--- src/rtl/key_reg_arbiter_if.sv ---
// key_reg_arbiter_if
//   Request/grant/write bus between the crypto engines and the key register
//   arbiter.
//   master : requester side. Drives req, op and wdata; sees the grant,
//            completion and key-register status.
//   slave  : arbiter side.
//   Signals
//     req     [N_REQ]        per-requester access request
//     op      [2*N_REQ]      per-requester command, op[2i+1:2i]
//                            (00 load, 01 clear, 10 set, 11 reserved)
//     wdata   [WIDTH*N_REQ]  per-requester load data, slice i = wdata[WIDTH*i +: WIDTH]
//     gnt     [N_REQ]        one-hot grant
//     ack     [N_REQ]        one-hot, one-cycle completion pulse
//     err                    reserved-op pulse, coincident with ack
//     q       [WIDTH]        shared key register
//     q_valid                q holds a loaded or set value
//     busy                   arbiter is not idle
interface key_reg_arbiter_if #(
  parameter int N_REQ = 4,
  parameter int WIDTH = 32
);
  logic [N_REQ-1:0]       req;
  logic [2*N_REQ-1:0]     op;
  logic [WIDTH*N_REQ-1:0] wdata;
  logic [N_REQ-1:0]       gnt;
  logic [N_REQ-1:0]       ack;
  logic                   err;
  logic [WIDTH-1:0]       q;
  logic                   q_valid;
  logic                   busy;

  modport master (
    output req, op, wdata,
    input  gnt, ack, err, q, q_valid, busy
  );

  modport slave (
    input  req, op, wdata,
    output gnt, ack, err, q, q_valid, busy
  );
endinterface

--- src/rtl/key_reg_arbiter.sv ---
// key_reg_arbiter
//   Round-robin arbiter and write sequencer for one shared WIDTH-bit key
//   register. One requester is granted at a time; its command (load, clear,
//   set) is applied to q one cycle after the grant, with a one-cycle ack.
//   Ports
//     clk    rising-edge clock
//     clear  synchronous reset, active-high; aborts any transaction in flight
//     bus    key_reg_arbiter_if.slave (req/op/wdata in; gnt/ack/err/q/q_valid/busy out)
module key_reg_arbiter #(
  parameter int N_REQ = 4,
  parameter int WIDTH = 32
) (
  input  logic               clk,
  input  logic               clear,
  key_reg_arbiter_if.slave   bus
);
  localparam int IW = (N_REQ > 1) ? $clog2(N_REQ) : 1;

  typedef enum logic [1:0] {IDLE, GRANT, DONE} state_e;

  state_e           state_q, state_d;
  logic [IW-1:0]    win_q, win_d;
  logic [IW-1:0]    last_q, last_d;
  logic [N_REQ-1:0] gnt_q, gnt_d;
  logic [N_REQ-1:0] ack_q, ack_d;
  logic             err_q, err_d;
  logic [WIDTH-1:0] q_q, q_d;
  logic             qv_q, qv_d;

  // Round-robin pick: first set req at or after last+1, wrapping.
  logic [IW-1:0] pick;
  logic          found;
  int            idx;
  always_comb begin
    pick  = last_q;
    found = 1'b0;
    idx   = 0;
    for (int k = 1; k <= N_REQ; k++) begin
      idx = int'(last_q) + k;
      if (idx >= N_REQ) idx = idx - N_REQ;
      if (!found && bus.req[idx[IW-1:0]]) begin
        found = 1'b1;
        pick  = idx[IW-1:0];
      end
    end
  end

  always_comb begin
    state_d = state_q;
    win_d   = win_q;
    last_d  = last_q;
    gnt_d   = gnt_q;
    ack_d   = ack_q;
    err_d   = err_q;
    q_d     = q_q;
    qv_d    = qv_q;
    case (state_q)
      IDLE: begin
        if (found) begin
          win_d        = pick;
          gnt_d        = '0;
          gnt_d[pick]  = 1'b1;
          state_d      = GRANT;
        end
      end
      GRANT: begin
        // A requester that dropped req before this edge has withdrawn:
        // nothing is written and no ack is produced.
        if (bus.req[win_q]) begin
          case (bus.op[2*win_q +: 2])
            2'b00: begin q_d = bus.wdata[WIDTH*win_q +: WIDTH]; qv_d = 1'b1; end
            2'b01: begin q_d = '0;                              qv_d = 1'b0; end
            2'b10: begin q_d = '1;                              qv_d = 1'b1; end
            default: err_d = 1'b1;
          endcase
          ack_d        = '0;
          ack_d[win_q] = 1'b1;
        end
        state_d = DONE;
      end
      DONE: begin
        gnt_d   = '0;
        ack_d   = '0;
        err_d   = 1'b0;
        // Pointer advances even after a withdrawal so the withdrawn
        // requester does not keep priority.
        last_d  = win_q;
        state_d = IDLE;
      end
      default: state_d = IDLE;
    endcase
  end

  always_ff @(posedge clk) begin
    if (clear) begin
      state_q <= IDLE;
      win_q   <= '0;
      last_q  <= IW'(N_REQ - 1);
      gnt_q   <= '0;
      ack_q   <= '0;
      err_q   <= 1'b0;
      q_q     <= '0;
      qv_q    <= 1'b0;
    end else begin
      state_q <= state_d;
      win_q   <= win_d;
      last_q  <= last_d;
      gnt_q   <= gnt_d;
      ack_q   <= ack_d;
      err_q   <= err_d;
      q_q     <= q_d;
      qv_q    <= qv_d;
    end
  end

  assign bus.gnt     = gnt_q;
  assign bus.ack     = ack_q;
  assign bus.err     = err_q;
  assign bus.q       = q_q;
  assign bus.q_valid = qv_q;
  assign bus.busy    = (state_q != IDLE);
endmodule
--- src/flat_wrapper.sv ---
// flat-port wrapper written by rule: the top's interface ports become plain ports
module key_reg_arbiter_flat 
#(
  parameter int N_REQ = 4,
  parameter int WIDTH = 32
)
  (clk, clear, bus_req, bus_op, bus_wdata, bus_gnt, bus_ack, bus_err, bus_q, bus_q_valid, bus_busy);
  key_reg_arbiter_if #(.N_REQ(N_REQ), .WIDTH(WIDTH)) bus_i ();
  input  logic clk;
  input  logic clear;
  input wire logic [$bits(bus_i.req)-1:0] bus_req;
  input wire logic [$bits(bus_i.op)-1:0] bus_op;
  input wire logic [$bits(bus_i.wdata)-1:0] bus_wdata;
  output wire logic [$bits(bus_i.gnt)-1:0] bus_gnt;
  output wire logic [$bits(bus_i.ack)-1:0] bus_ack;
  output wire logic [$bits(bus_i.err)-1:0] bus_err;
  output wire logic [$bits(bus_i.q)-1:0] bus_q;
  output wire logic [$bits(bus_i.q_valid)-1:0] bus_q_valid;
  output wire logic [$bits(bus_i.busy)-1:0] bus_busy;
  assign bus_i.req = bus_req;
  assign bus_i.op = bus_op;
  assign bus_i.wdata = bus_wdata;
  assign bus_gnt = bus_i.gnt;
  assign bus_ack = bus_i.ack;
  assign bus_err = bus_i.err;
  assign bus_q = bus_i.q;
  assign bus_q_valid = bus_i.q_valid;
  assign bus_busy = bus_i.busy;
  key_reg_arbiter #(.N_REQ(N_REQ), .WIDTH(WIDTH)) u_core (.clk(clk), .clear(clear), .bus(bus_i));
endmodule
--- config.mk ---
export PLATFORM = sky130hd
export DESIGN_NAME = key_reg_arbiter_flat
export DESIGN_NICKNAME = d
export VERILOG_FILES = /design/src/rtl/key_reg_arbiter_if.sv /design/src/rtl/key_reg_arbiter.sv /design/src/flat_wrapper.sv
export SDC_FILE = /design/constraint.sdc
export NUM_CORES = 1
export LEC_CHECK = 0
export CAP_MARGIN = 20
export CORE_AREA = 2 2 89 91
export DETAILED_ROUTE_END_ITERATION = 6
export DIE_AREA = 0 0 91 93
export PLACE_DENSITY = 0.82
export SLEW_MARGIN = 15
export SYNTH_ARGS = -nofsm -noshare
export SYNTH_HDL_FRONTEND = slang
export SYNTH_SLANG_ARGS = --single-unit
--- constraint.sdc ---
create_clock -name clk -period 5.8 [get_ports clk]
set_input_delay 0.87 -clock clk [delete_from_list [all_inputs] [get_ports clk]]
set_output_delay 0.87 -clock clk [all_outputs]
set_load 0.05 [all_outputs]
After elaboration in Yosys (flattened, before gate mapping)

Index checks and enable logic that the tools add are counted.

Register bits after elaboration: 48
Output and inout bits: 43
Logic and storage cells: 97
Input bits: 142

Shift operators: 2
Multiplexer cells: 37
Magnitude comparators: 12
Reductions and logical operators: 23
$add $sub $neg: 8
Eq/ne operators: 7

Operators with widths:

| kind                                                                                | count |
|---|---|
| 128-bit by 8-bit variable part select with 32-bit output                            | 1 |
| 32-bit case mux with 3 select lines                                                 | 1 |
| 2-bit by 3-bit < comparator with 1-bit output, second input constant                | 6 |
| 2-bit 2-to-1 mux                                                                    | 9 |
| 4-bit case mux with 2 select lines                                                  | 2 |
| 1-bit 2-to-1 mux                                                                    | 13 |
| 1-bit binary-select mux with 2-bit select                                           | 5 |
| 3-bit greater-or-equal comparator, second input constant                            | 3 |
| 3-bit AND reduction                                                                 | 3 |
| 4-bit 2-to-1 mux                                                                    | 2 |
| 2-bit nonzero test                                                                  | 4 |
| 8-bit by 4-bit variable part select with 2-bit output                               | 1 |
| 2-bit by 1-bit subtractor with 2-bit output, second input constant                  | 4 |
| 2-bit by 2-bit adder with 3-bit output, second input constant                       | 2 |
| 2-bit AND reduction                                                                 | 3 |
| 1-bit logical AND                                                                   | 5 |
| 2-bit by 3-bit adder with 4-bit output, second input constant                       | 1 |
| 1-bit demux with 2-bit select                                                       | 2 |
| 2-bit by 1-bit equality test with 1-bit output, second input constant               | 2 |
| 2-bit equality test, second input constant                                          | 2 |
| 2-bit by 1-bit greater-or-equal comparator with 1-bit output, second input constant | 2 |
| 4-bit by 3-bit greater-or-equal comparator with 1-bit output, second input constant | 1 |
| 2-bit logical NOT                                                                   | 2 |
| 2-bit by 1-bit != test with 1-bit output, second input constant                     | 2 |
| 8 further kinds                                                                     | 11 |

Logic depth before layout (Yosys ltp)

Gate-level depths: netlist (run 1).

Depth after elaboration: 21
Gate-level depth with buffers: 11
Depth with buffers taken out: 7

Worst setup path before layout (run 1)

OpenSTA, ideal clock, no wires.

Path type: input-to-reg
Start point: input bus_op[6]
End point: register u_core.q_q[13] (netlist: u_core.bus.q[13])
Required time: 5.735 ns
Library setup time: 0.065 ns
Path slack: 3.190 ns
Cell stages on the path: 9
Path buffers: 2
Arrival: 2.545 ns
Cells stage by stage: mux4_2 > inv_1 > ha_1 > or2_2 > clkbuf_1 > clkbuf_1 > o22ai_1 > o22ai_2 > nor2_1

Cells in the longest elaborated chain, start to end: 4
Elaborated cells on any way between the ends: 7
Those cells by class: eq/ne: 2; shift: 1; mux: 1; reduce/logical: 3

RTL lines:

| what                                                                         | line                   | RTL |
|---|---|---|
| from (decl)                                                                  | flat_wrapper.sv:12     | `input wire logic [$bits(bus_i.op)-1:0] bus_op;` |
| 8-bit by 4-bit variable part select with 2-bit output (*)                    | key_reg_arbiter.sv:70  | `case (bus.op[2*win_q +: 2])` |
| 2-bit by 1-bit equality test with 1-bit output, or another cell as far along | key_reg_arbiter.sv:70  |  |
| 3-bit nonzero test (no source line)                                          | n/a                    |  |
| 3-bit AND reduction (no source line)                                         | n/a                    |  |
| to (signal assigned)                                                         | key_reg_arbiter.sv:111 | `q_q <= q_d;` |
| to (decl)                                                                    | key_reg_arbiter.sv:27  | `logic [WIDTH-1:0] q_q, q_d;` |

Every way passes the cells marked *; elsewhere a longest branch is shown, timed or not.
A chain may end at the register's enable or synchronous reset.

Final worst setup path (run 1)

Start point: input bus_op[4]
End point: register u_core.q_q[7] (netlist: u_core.bus.q[7])

The elaborated chain is that of the path after synthesis.

==> run summary, run 1 <==
status: complete, no violations
synthesized area per cell: 9.19 µm²
clk sinks: 48
Clock transition at path regs: 0.10 ns
GR Util met2: 37.7%
Worst-Margin Slew: 0.841 ns
slew margin rel.: 44.0%
Die H: 93 µm
Vias/cell: 5.24
synth unique cells: 35
Root Buffer: clkbuf_8
vias post-DR: 3012
share of the synthesized area in the top cell type: 34.1%
fin nets: 617
Area contributors post-synth: dfxtp_1 (34%), mux2i_1 (23%), o22ai_1 (12%)
Worst Hold End: u_core.bus.err$_SDFFE_PP0P_
GR peak layer: met2
cts hold-fix bufs: 0
Leak: 0.00166 µW
worst min-delay path startpoint: u_core.bus.err$_SDFFE_PP0P_
post-DR wirelength/cell: 15.9 µm
Num CTS Buffers: 5
Worst Reg-to-Reg Cells: 7
Period minus WS final: 3.32 ns
TritonCTS clock tree: yes
Final HPWL DP: 7.05 mm
Area Overhead vs Synth: 68.5%
pin count of the biggest net entering global routing: 49
flop2flop setup slack: 2.70 ns
endpoints failing hold: 0
GR Util met1: 24.9%
Fin Clk Skew: 0.0123 ns
top_reg_cell synth: dfxtp_1
Worst EP arrival: 3.55 ns
CTS resizes: 0
number of flops mapped to enable cells by yosys: 0
CTS max path bufs: 2
hold depth: 2
Worst Setup Start Kind: input pin
antenna-violating nets left: 0
Slew Viols, Final: 0
Die ar.: 8460 µm²
Core Box Area: 7530 µm²
share of layout cells above drive strength 1: 6.34%
initial core utilization: 37.5%
Skew-Pair Late Insertion Delay: 0.30 ns
synthesized instance count: 307
Max VDD drop: 0.154 mV
critical path class: in2reg
dominant cell type by area after synthesis: dfxtp_1
first-pass GRT wire length: 14.5 mm
Tcrit/Tclk final: 57.3%
GPL Wtd Cong: 0.766
Routed Wire Length: 9.14 mm
register area share after synthesis: 34.1%
total grt overflow: 0
power consumption: 1080 µW
I/O Pins: 185
Port-buffer cells: 184
setup bufs post-CTS: 0
FF+latch count, synth: 48
crit path max fanout: 19
f_max: 0.301 GHz
H-tree Lvls: 2
Power Dens Cells: 227 nW/µm²
diode count: 0
vias in the first global route: 2944
area of the mapped netlist: 2820 µm²
Cell Rows: 32
router iterations before antenna repair: 4
DRC: 0
total negative slack: 0 ns
DRT iter0 DRCs: 66
syn nets: 452
yosys warns: 0
WP data required: 6.02 ns
die width: 91 µm
MaxCap Viol Count: 0
Post-synth ARST share: 0%
RSZ-0062 raised after global routing: no
nature of the critical path endpoint: register
capture point of the worst reg-to-reg path: u_core.bus.q[7]$_SDFFE_PP0P_
met3 GRT Util: 5.88%
worst hold path type: reg2reg
Tot GR Track Use: 20.8%
worst r2r src: u_core.win_q[0]$_SDFFE_PP0P_
Final Setup Violations: 0
initial antenna violation count: 0
[kinds of logic after synthesis]
group,count (synthesis),synth area share [%]
AOI/OAI and AO/OA,81,20.8
and+or+nand+nor,75,12.5
muxes,68,25.5
DFF,48,34.1
buffers and inverters,32,5.90
adders and majority gates,3,1.33
[worst max-delay path, stage by stage]
cell and delay (ns):
clkdlybuf4s50_1 0.40, mux4_2 0.47, ha_1 0.23, nor3b_1 0.30, and2_1 0.58, buf_4 0.39
o22ai_1 0.14, nor2_1 0.16
[cell usage after synthesis, types with 4 or more instances]
cell	n
buf_6	4
dfxtp_1	48
nor2_1	40
nand2b_1	4
buf_2	10
nand2_1	6
nand3_1	5
nor3_1	4
mux2i_1	65
nand3b_1	4
o22ai_2	9
o22ai_1	55
clkbuf_1	13
[report_power, final]
group          total (µW)  internal (µW)  switching, µW
Clock                 198           85.4            112
Combinational         489            236            254
Sequential            391            359           31.8
[area by class of cell]
class,count,area [µm²]
repair buffers,187,1860
clock buffers,5,68.8
fillers,661,2770
clock inverters,3,23.8
flip-flops and latches,48,965
well taps,102,128
multi-input cells,227,1700
inverters,3,11.3
[placed cells by master, fill, tap and decap left out, types with 3 or more instances in the layout]
master,instances
o21ai_0,3
clkbuf_8,5
nor3_1,4
ha_1,3
dfxtp_1,47
o22ai_1,55
nand2_1,6
or2_2,3
clkdlybuf4s50_1,183
inv_1,3
buf_4,3
mux2i_1,65
nand3b_1,4
o22ai_2,9
nand3_1,4
nor2_1,40
nand2b_1,4
mux4_2,3
nor2b_1,3
nor3b_1,3
[stage by stage]
| stage | instances | area, µm² | util, % | hold slack [ns] | worst slack, ns |
|---|---|---|---|---|---|
| 4_1_cts | 575 | 4750 | 63.2 | 0.478 | 2.49 |
| 5_1_grt | 575 | 4750 | 63.2 | 0.508 | 2.23 |
| 6_report | 575 | 4750 | 63.2 | 0.478 | 2.48 |
| 2_1_floorplan | 307 | 2820 | - | 0.441 | 3.19 |
| 3_5_place_dp | 567 | 4660 | 61.9 | 0.455 | 2.18 |
| 3_3_place_gp | 567 | 4660 | 61.9 | 0.446 | 2.29 |
[sequential cells by signal, summed over array words and instances (netlist names)]
register	count
u_core.bus.q	32
u_core.bus.err	1
u_core.bus.gnt	4
u_core.bus.q_valid	1
u_core.bus.ack	4
u_core.state_q	2
u_core.win_q	2
u_core.last_q	2
[routing by layer]
metal | vias to the layer above | part of all wire, % | routed length, µm
li1 | 1477 | - | -
met1 | 1391 | 40 | 3620
met2 | 135 | 51 | 4670
met3 | 9 | 8.4 | 769
met4 | 0 | 0.89 | 81
met5 | - | 0 | 0
[worst max-delay path by stage]
stage / to / slack, ns / start
finish: u_core.bus.q[7]$_SDFFE_PP0P_ / 2.48 / bus_op[4]
global route: u_core.bus.q[7]$_SDFFE_PP0P_ / 2.23 / bus_op[6]
CTS: u_core.bus.q_valid$_SDFFE_PP0P_ / 2.49 / bus_op[7]
detailed placement: u_core.bus.q_valid$_SDFFE_PP0P_ / 2.18 / bus_op[7]
global placement: u_core.bus.q_valid$_SDFFE_PP0P_ / 2.29 / bus_op[7]
floorplan: u_core.bus.q[13]$_SDFFE_PP0P_ / 3.19 / bus_op[6]
No activity file was read; power rests on OpenSTA's default activity.
==> run 2: changes to the inputs <==
--- a/config.mk
+++ b/config.mk
@@ -6,10 +6,10 @@
 export NUM_CORES = 1
 export LEC_CHECK = 0
 export CAP_MARGIN = 20
-export CORE_AREA = 2 2 89 91
+export CORE_AREA = 2 2 96 98
 export DETAILED_ROUTE_END_ITERATION = 6
-export DIE_AREA = 0 0 91 93
-export PLACE_DENSITY = 0.82
+export DIE_AREA = 0 0 98 100
+export PLACE_DENSITY = 0.74
 export SLEW_MARGIN = 15
 export SYNTH_ARGS = -nofsm -noshare
 export SYNTH_HDL_FRONTEND = slang
==> constraint.sdc (replaced) <==
create_clock -name clk -period 2.94 [get_ports clk]
set_input_delay 0.441 -clock clk [delete_from_list [all_inputs] [get_ports clk]]
set_output_delay 0.441 -clock clk [all_outputs]
set_load 0.05 [all_outputs]
==> run 2 against run 1 <==
  * Clock skew shrank 0.0023 ns
  * First-iteration DRC count up 1.5%
  * Sequential cell count unchanged
  * Wire length up 2.9%
  * Clock power increased by 130%
  * Sequential power increased by 91%
  * Utilization shrank 8.8 points
  * Final area rose by 1.6%
  * Worst setup slack lost 2.0 ns
  * Clock-buffer cell count up 1
  * Critical path depth unchanged
  * Critical path type unchanged
  * Critical endpoint is now u_core.bus.q[28]$_SDFFE_PP0P_
  * Largest cell class unchanged
==> run summary, run 2 (same netlist as run 1, synthesis figures left out) <==
status: complete, no violations
Clock transition at path regs: 0.09 ns
initial core utilization: 31.7%
PnR worst setup slack: 0.503 ns
Tot GR Track Use: 18.4%
TritonCTS clock tree: yes
WP data required: 3.17 ns
vias in the first global route: 3032
diode count: 0
Max VDD drop: 0.271 mV
setup bufs post-CTS: 0
clock network power share: 20.7%
antenna-violating nets left: 0
Leak: 0.00170 µW
most frequent cells in the layout: clkdlybuf4s50_1 (183), mux2i_1 (65), o22ai_1 (55)
DRT iter0 DRCs: 67
Die H: 100 µm
Root Buffer: clkbuf_8
MaxCap Viol Count: 0
Worst-Margin Slew: 0.885 ns
vias post-DR: 3034
Power Dens Cells: 457 nW/µm²
first-pass GRT wire length: 15.0 mm
Num CTS Buffers: 5
commonest non-fill, non-tap cell in the layout: clkdlybuf4s50_1
H-tree Lvls: 2
Core Box Area: 8890 µm²
total negative slack: 0 ns
cts hold-fix bufs: 0
switch share: 36.2%
DRC: 0
worst min-delay path startpoint: u_core.bus.err$_SDFFE_PP0P_
crit path max fanout: 32
Combinational Power Share: 45.4%
Critical path origin: bus_op[7]
Area Overhead vs Synth: 71.2%
fin nets: 623
f_max: 0.410 GHz
endpoints failing hold: 0
Period minus WS final: 2.44 ns
critical path class: in2reg
Port-buffer cells: 184
Skew-Pair Late Insertion Delay: 0.30 ns
initial antenna violation count: 0
RSZ-0062 raised after global routing: no
Routed Wire Length: 9.40 mm
Worst EP arrival: 2.66 ns
nature of the critical path endpoint: register
slew margin rel.: 41.0%
sequential share of power: 33.8%
clk sinks: 48
Final Setup Violations: 0
share of layout cells above drive strength 1: 7.52%
Int Power: 1410 µW
dpl ws: 0.190 ns
total grt overflow: 0
worst hold path type: reg2reg
max FFs per register: 32
Slew Viols, Final: 0
CTS max path bufs: 2
Fin Clk Skew: 0.00996 ns
I/O Pins: 185
Tcrit/Tclk final: 82.9%
post-layout util: 54.3%
die width: 98 µm
Final HPWL DP: 7.21 mm
Worst Setup Start Kind: input pin
CTS resizes: 0
Die ar.: 9800 µm²
pin count of the biggest net entering global routing: 49
Cell Rows: 35
worst r2r src: u_core.win_q[0]$_SDFFE_PP0P_
power consumption: 2210 µW
router iterations before antenna repair: 4
post-DR wirelength/cell: 15.9 µm
Sw Pwr: 798 µW
Vias/cell: 5.14
GPL Wtd Cong: 0.840
-- run 2: changes by cell type in the layout (fill, tap and decap cells not counted) --
cell | before | now
buf_4 | 3 | 9
clkbuf_16 | 0 | 1
clkinv_4 | 1 | 2
clkinvlp_4 | 2 | 0
-- run 2: final timing paths --
path                                                 endpoint  slack, ns  depth (start not counted)
worst max register to register  u_core.bus.q[28]$_SDFFE_PP0P_       0.58                          7
worst max-delay path            u_core.bus.q[28]$_SDFFE_PP0P_       0.50                          8
worst min register to register    u_core.bus.err$_SDFFE_PP0P_       0.47                          2
worst min-delay path              u_core.bus.err$_SDFFE_PP0P_       0.47                          2
-- run 2: worst max-delay path, stage by stage --
cell	delay [ns]
clkdlybuf4s50_1	0.39
mux4_2	0.51
inv_1	0.08
ha_1	0.24
or2_2	0.53
o22ai_1	0.27
o22ai_1	0.10
nor2_1	0.08
-- run 2: cell type report --
type | instances | area [µm²]
Tap cell | 111 | 139
Fill cell | 820 | 4060
Multi-Input combinational cell | 227 | 1700
Clock inverter | 2 | 17.5
Sequential cell | 48 | 965
Inverter | 3 | 11.3
Timing Repair Buffer | 193 | 1900
Clock buffer | 6 | 93.8
-- run 2: power groups by stage --
stage / Combinational [µW] / Sequential [µW] / Clock (µW)
6_report: 1000 / 747 / 458
5_1_grt: 1070 / 755 / 499
4_1_cts: 1010 / 747 / 476
3_5_place_dp: 1010 / 762 / 0
3_3_place_gp: 993 / 760 / 0
2_1_floorplan: 454 / 930 / 0
-- run 2: stage by stage --
step	cell area (µm²)	hold slack, ns	instances
6_report	4830	0.467	590
5_1_grt	4830	0.502	590
4_1_cts	4830	0.475	590
3_5_place_dp	4720	0.452	582
3_3_place_gp	4720	0.457	582
2_1_floorplan	2820	0.441	307
-- run 2: layer usage --
layer  GRT usage [%]  routed length [µm]
met4            5.13                 120
met2            31.5                4600
met3            5.22                 712
met1            22.8                3970
met5               0                   0
==> run 3: changes to the inputs <==
==> constraint.sdc (replaced) <==
create_clock -name clk -period 2 [get_ports clk]
set_input_delay 0.3 -clock clk [delete_from_list [all_inputs] [get_ports clk]]
set_output_delay 0.3 -clock clk [all_outputs]
set_load 0.05 [all_outputs]
==> run 3 against run 2 <==
  * The run now ends with setup timing left
  * Final cell count increased by 2.5%
  * Sequential cell count unchanged
  * Sequential power increased by 47%
  * Combinational power increased by 73%
  * Hold slack improved by 0.0086 ns
  * Critical path depth decreased by 1
  * Utilization increased by 4.1 points
  * Clock-buffer cell count increased by 1
  * Worst setup slack got worse by 0.56 ns
  * Non-clock buffer count increased by 13
  * Clock skew decreased by 0.0011 ns
  * Sequential share of layout area decreased by 1.3 points
==> run summary, run 3 (same netlist as run 1, synthesis figures left out) <==
initial antenna violation count: 0
worst min-delay path startpoint: u_core.bus.gnt[2]$_SDFFE_PP0P_
most frequent cells in the layout: clkdlybuf4s50_1 (182), mux2i_1 (65), dfxtp_1 (46)
switch share: 36.6%
Final HPWL DP: 7.03 mm
clock network power share: 16.2%
Num CTS Buffers: 5
Filler cells: 786
clk sinks: 48
GPL Wtd Cong: 0.813
capture point of the worst reg-to-reg path: u_core.bus.q[5]$_SDFFE_PP0P_
Final Setup Violations: 32
Worst Setup Start Kind: register
Routed Wire Length: 9.84 mm
TritonCTS clock tree: yes
diode count: 0
post-DR wirelength/cell: 16.3 µm
sequential share of power: 32.6%
failing checks: setup timing
Core Box Area: 8890 µm²
status: finished with violations
antenna-violating nets left: 0
CTS max path bufs: 2
vias in the first global route: 3015
PnR worst setup slack: -0.0542 ns
first-pass GRT wire length: 15.2 mm
total grt overflow: 0
Combinational Power Share: 51.2%
post-layout util: 58.4%
Die ar.: 9800 µm²
commonest non-fill, non-tap cell in the layout: clkdlybuf4s50_1
H-tree Lvls: 2
Leak: 0.00185 µW
vias post-DR: 3102
DRC: 0
Period minus WS final: 2.05 ns
router iterations before antenna repair: 4
crit path max fanout: 13
Root Buffer: clkbuf_8
cell area after placement: 4960 µm²
die width: 98 µm
MaxCap Viol Count: 0
share of layout cells above drive strength 1: 15.8%
Vias/cell: 5.13
f_max: 0.487 GHz
nature of the critical path endpoint: register
pin count of the biggest net entering global routing: 42
critical path class: reg2reg
worst-path cell chain: mux4_2 -> ha_2 -> nor3b_4 -> and2_4 -> buf_12 -> o22ai_1 -> nor2_1
CP top delay family: simple AND/OR/NAND/NOR gates
Tcrit/Tclk final: 103%
hold depth: 1
Sw Pwr: 1240 µW
Clock transition at path regs: 0.09 ns
endpoints failing hold: 0
Cell Rows: 35
Power Dens Cells: 651 nW/µm²
Worst path max stage delay: 0.54 ns
Max VDD drop: 0.307 mV
Int Power: 2140 µW
post-route cell area: 5190 µm²
total negative slack: -0.478 ns
Tot GR Track Use: 19.0%
Port-buffer cells: 184
initial core utilization: 31.7%
worst r2r src: u_core.win_q[0]$_SDFFE_PP0P_
max FFs per register: 32
Skew-Pair Late Insertion Delay: 0.29 ns
slew margin rel.: 56.8%
Worst Hold End: u_core.bus.gnt[2]$_SDFFE_PP0P_
RSZ-0062 raised after global routing: yes
worst path bufs/invs: 1
Worst EP arrival: 2.28 ns
cts hold-fix bufs: 0
Fin Clk Skew: 0.00882 ns
Slew Viols, Final: 0
Area Overhead vs Synth: 83.9%
slowest CP cell: mux4_2
WP data required: 2.22 ns
Die H: 100 µm
flop2flop setup slack: -0.05 ns
fin nets: 638
I/O Pins: 185
Worst-Margin Slew: 0.647 ns
DRT iter0 DRCs: 87
worst hold path type: reg2reg
Worst Reg-to-Reg Cells: 7
[run 3: area by class of cell]
cell class | instances | area (µm²) | area share [%]
tap | 111 | 139 | 2.68
clock inverter | 1 | 5.00 | 0.0964
clock buffer | 7 | 76.3 | 1.47
inverter | 3 | 11.3 | 0.217
timing repair buffer | 206 | 2100 | 40.4
multi-input combinational | 229 | 1890 | 36.5
sequential | 48 | 968 | 18.7
[run 3: how the worst max path moves through the flow]
stage / startpoint / cells past startpoint / endpoint
floorplan: u_core.win_q[0]$_SDFFE_PP0P_ / 10 / u_core.bus.q[12]$_SDFFE_PP0P_
global placement: bus_op[6] / 8 / u_core.bus.q[24]$_SDFFE_PP0P_
detailed placement: bus_op[1] / 8 / u_core.bus.q[23]$_SDFFE_PP0P_
CTS: u_core.win_q[0]$_SDFFE_PP0P_ / 7 / u_core.bus.q[5]$_SDFFE_PP0P_
global route: u_core.win_q[0]$_SDFFE_PP0P_ / 7 / u_core.bus.q[7]$_SDFFE_PP0P_
finish: u_core.win_q[0]$_SDFFE_PP0P_ / 7 / u_core.bus.q[5]$_SDFFE_PP0P_
[run 3: worst reg2reg max path: stages, from the launching register on]
cell     delay (ns)
dfxtp_4        0.37
mux4_2         0.54
ha_2           0.22
nor3b_4        0.24
and2_4         0.25
buf_12         0.16
o22ai_1        0.09
nor2_1         0.11
[run 3: routing by layer]
metal,routed length (µm),track usage [%],vias to the layer above
met2,4730,32.2,131
met1,4300,24.7,1433
met4,104,4.27,0
met3,712,4.60,8
li1,-,-,1530
met5,0,0,-
[run 3: stage by stage]
step / hold WS, ns / setup WS, ns / std cells / power [µW]
floorplan: 0.460 / -0.0919 / 307 / 2190
global placement: 0.454 / -0.356 / 592 / 2700
detailed placement: 0.462 / -0.418 / 592 / 2730
CTS: 0.468 / -0.0381 / 604 / 3380
global route: 0.489 / -0.161 / 605 / 3570
finish: 0.476 / -0.0542 / 605 / 3380
[run 3: power groups by stage]
stage	Sequential [µW]	Clock [µW]	Combinational (µW)
after global placement	1120	0	1580
final	1100	547	1730
after global routing	1110	617	1840
after floorplan	1370	0	817
after CTS	1100	581	1700
after detailed placement	1120	0	1610
[run 3: timing repair]
| action | in CTS | in global routing |
|---|---|---|
| buffers inserted | 1 | 0 |
| endpoints found under the setup margin | 32 | 34 |
| gates resized for setup | 10 | 8 |
| pin swaps | 4 | 3 |
| gates cloned | 3 | 1 |
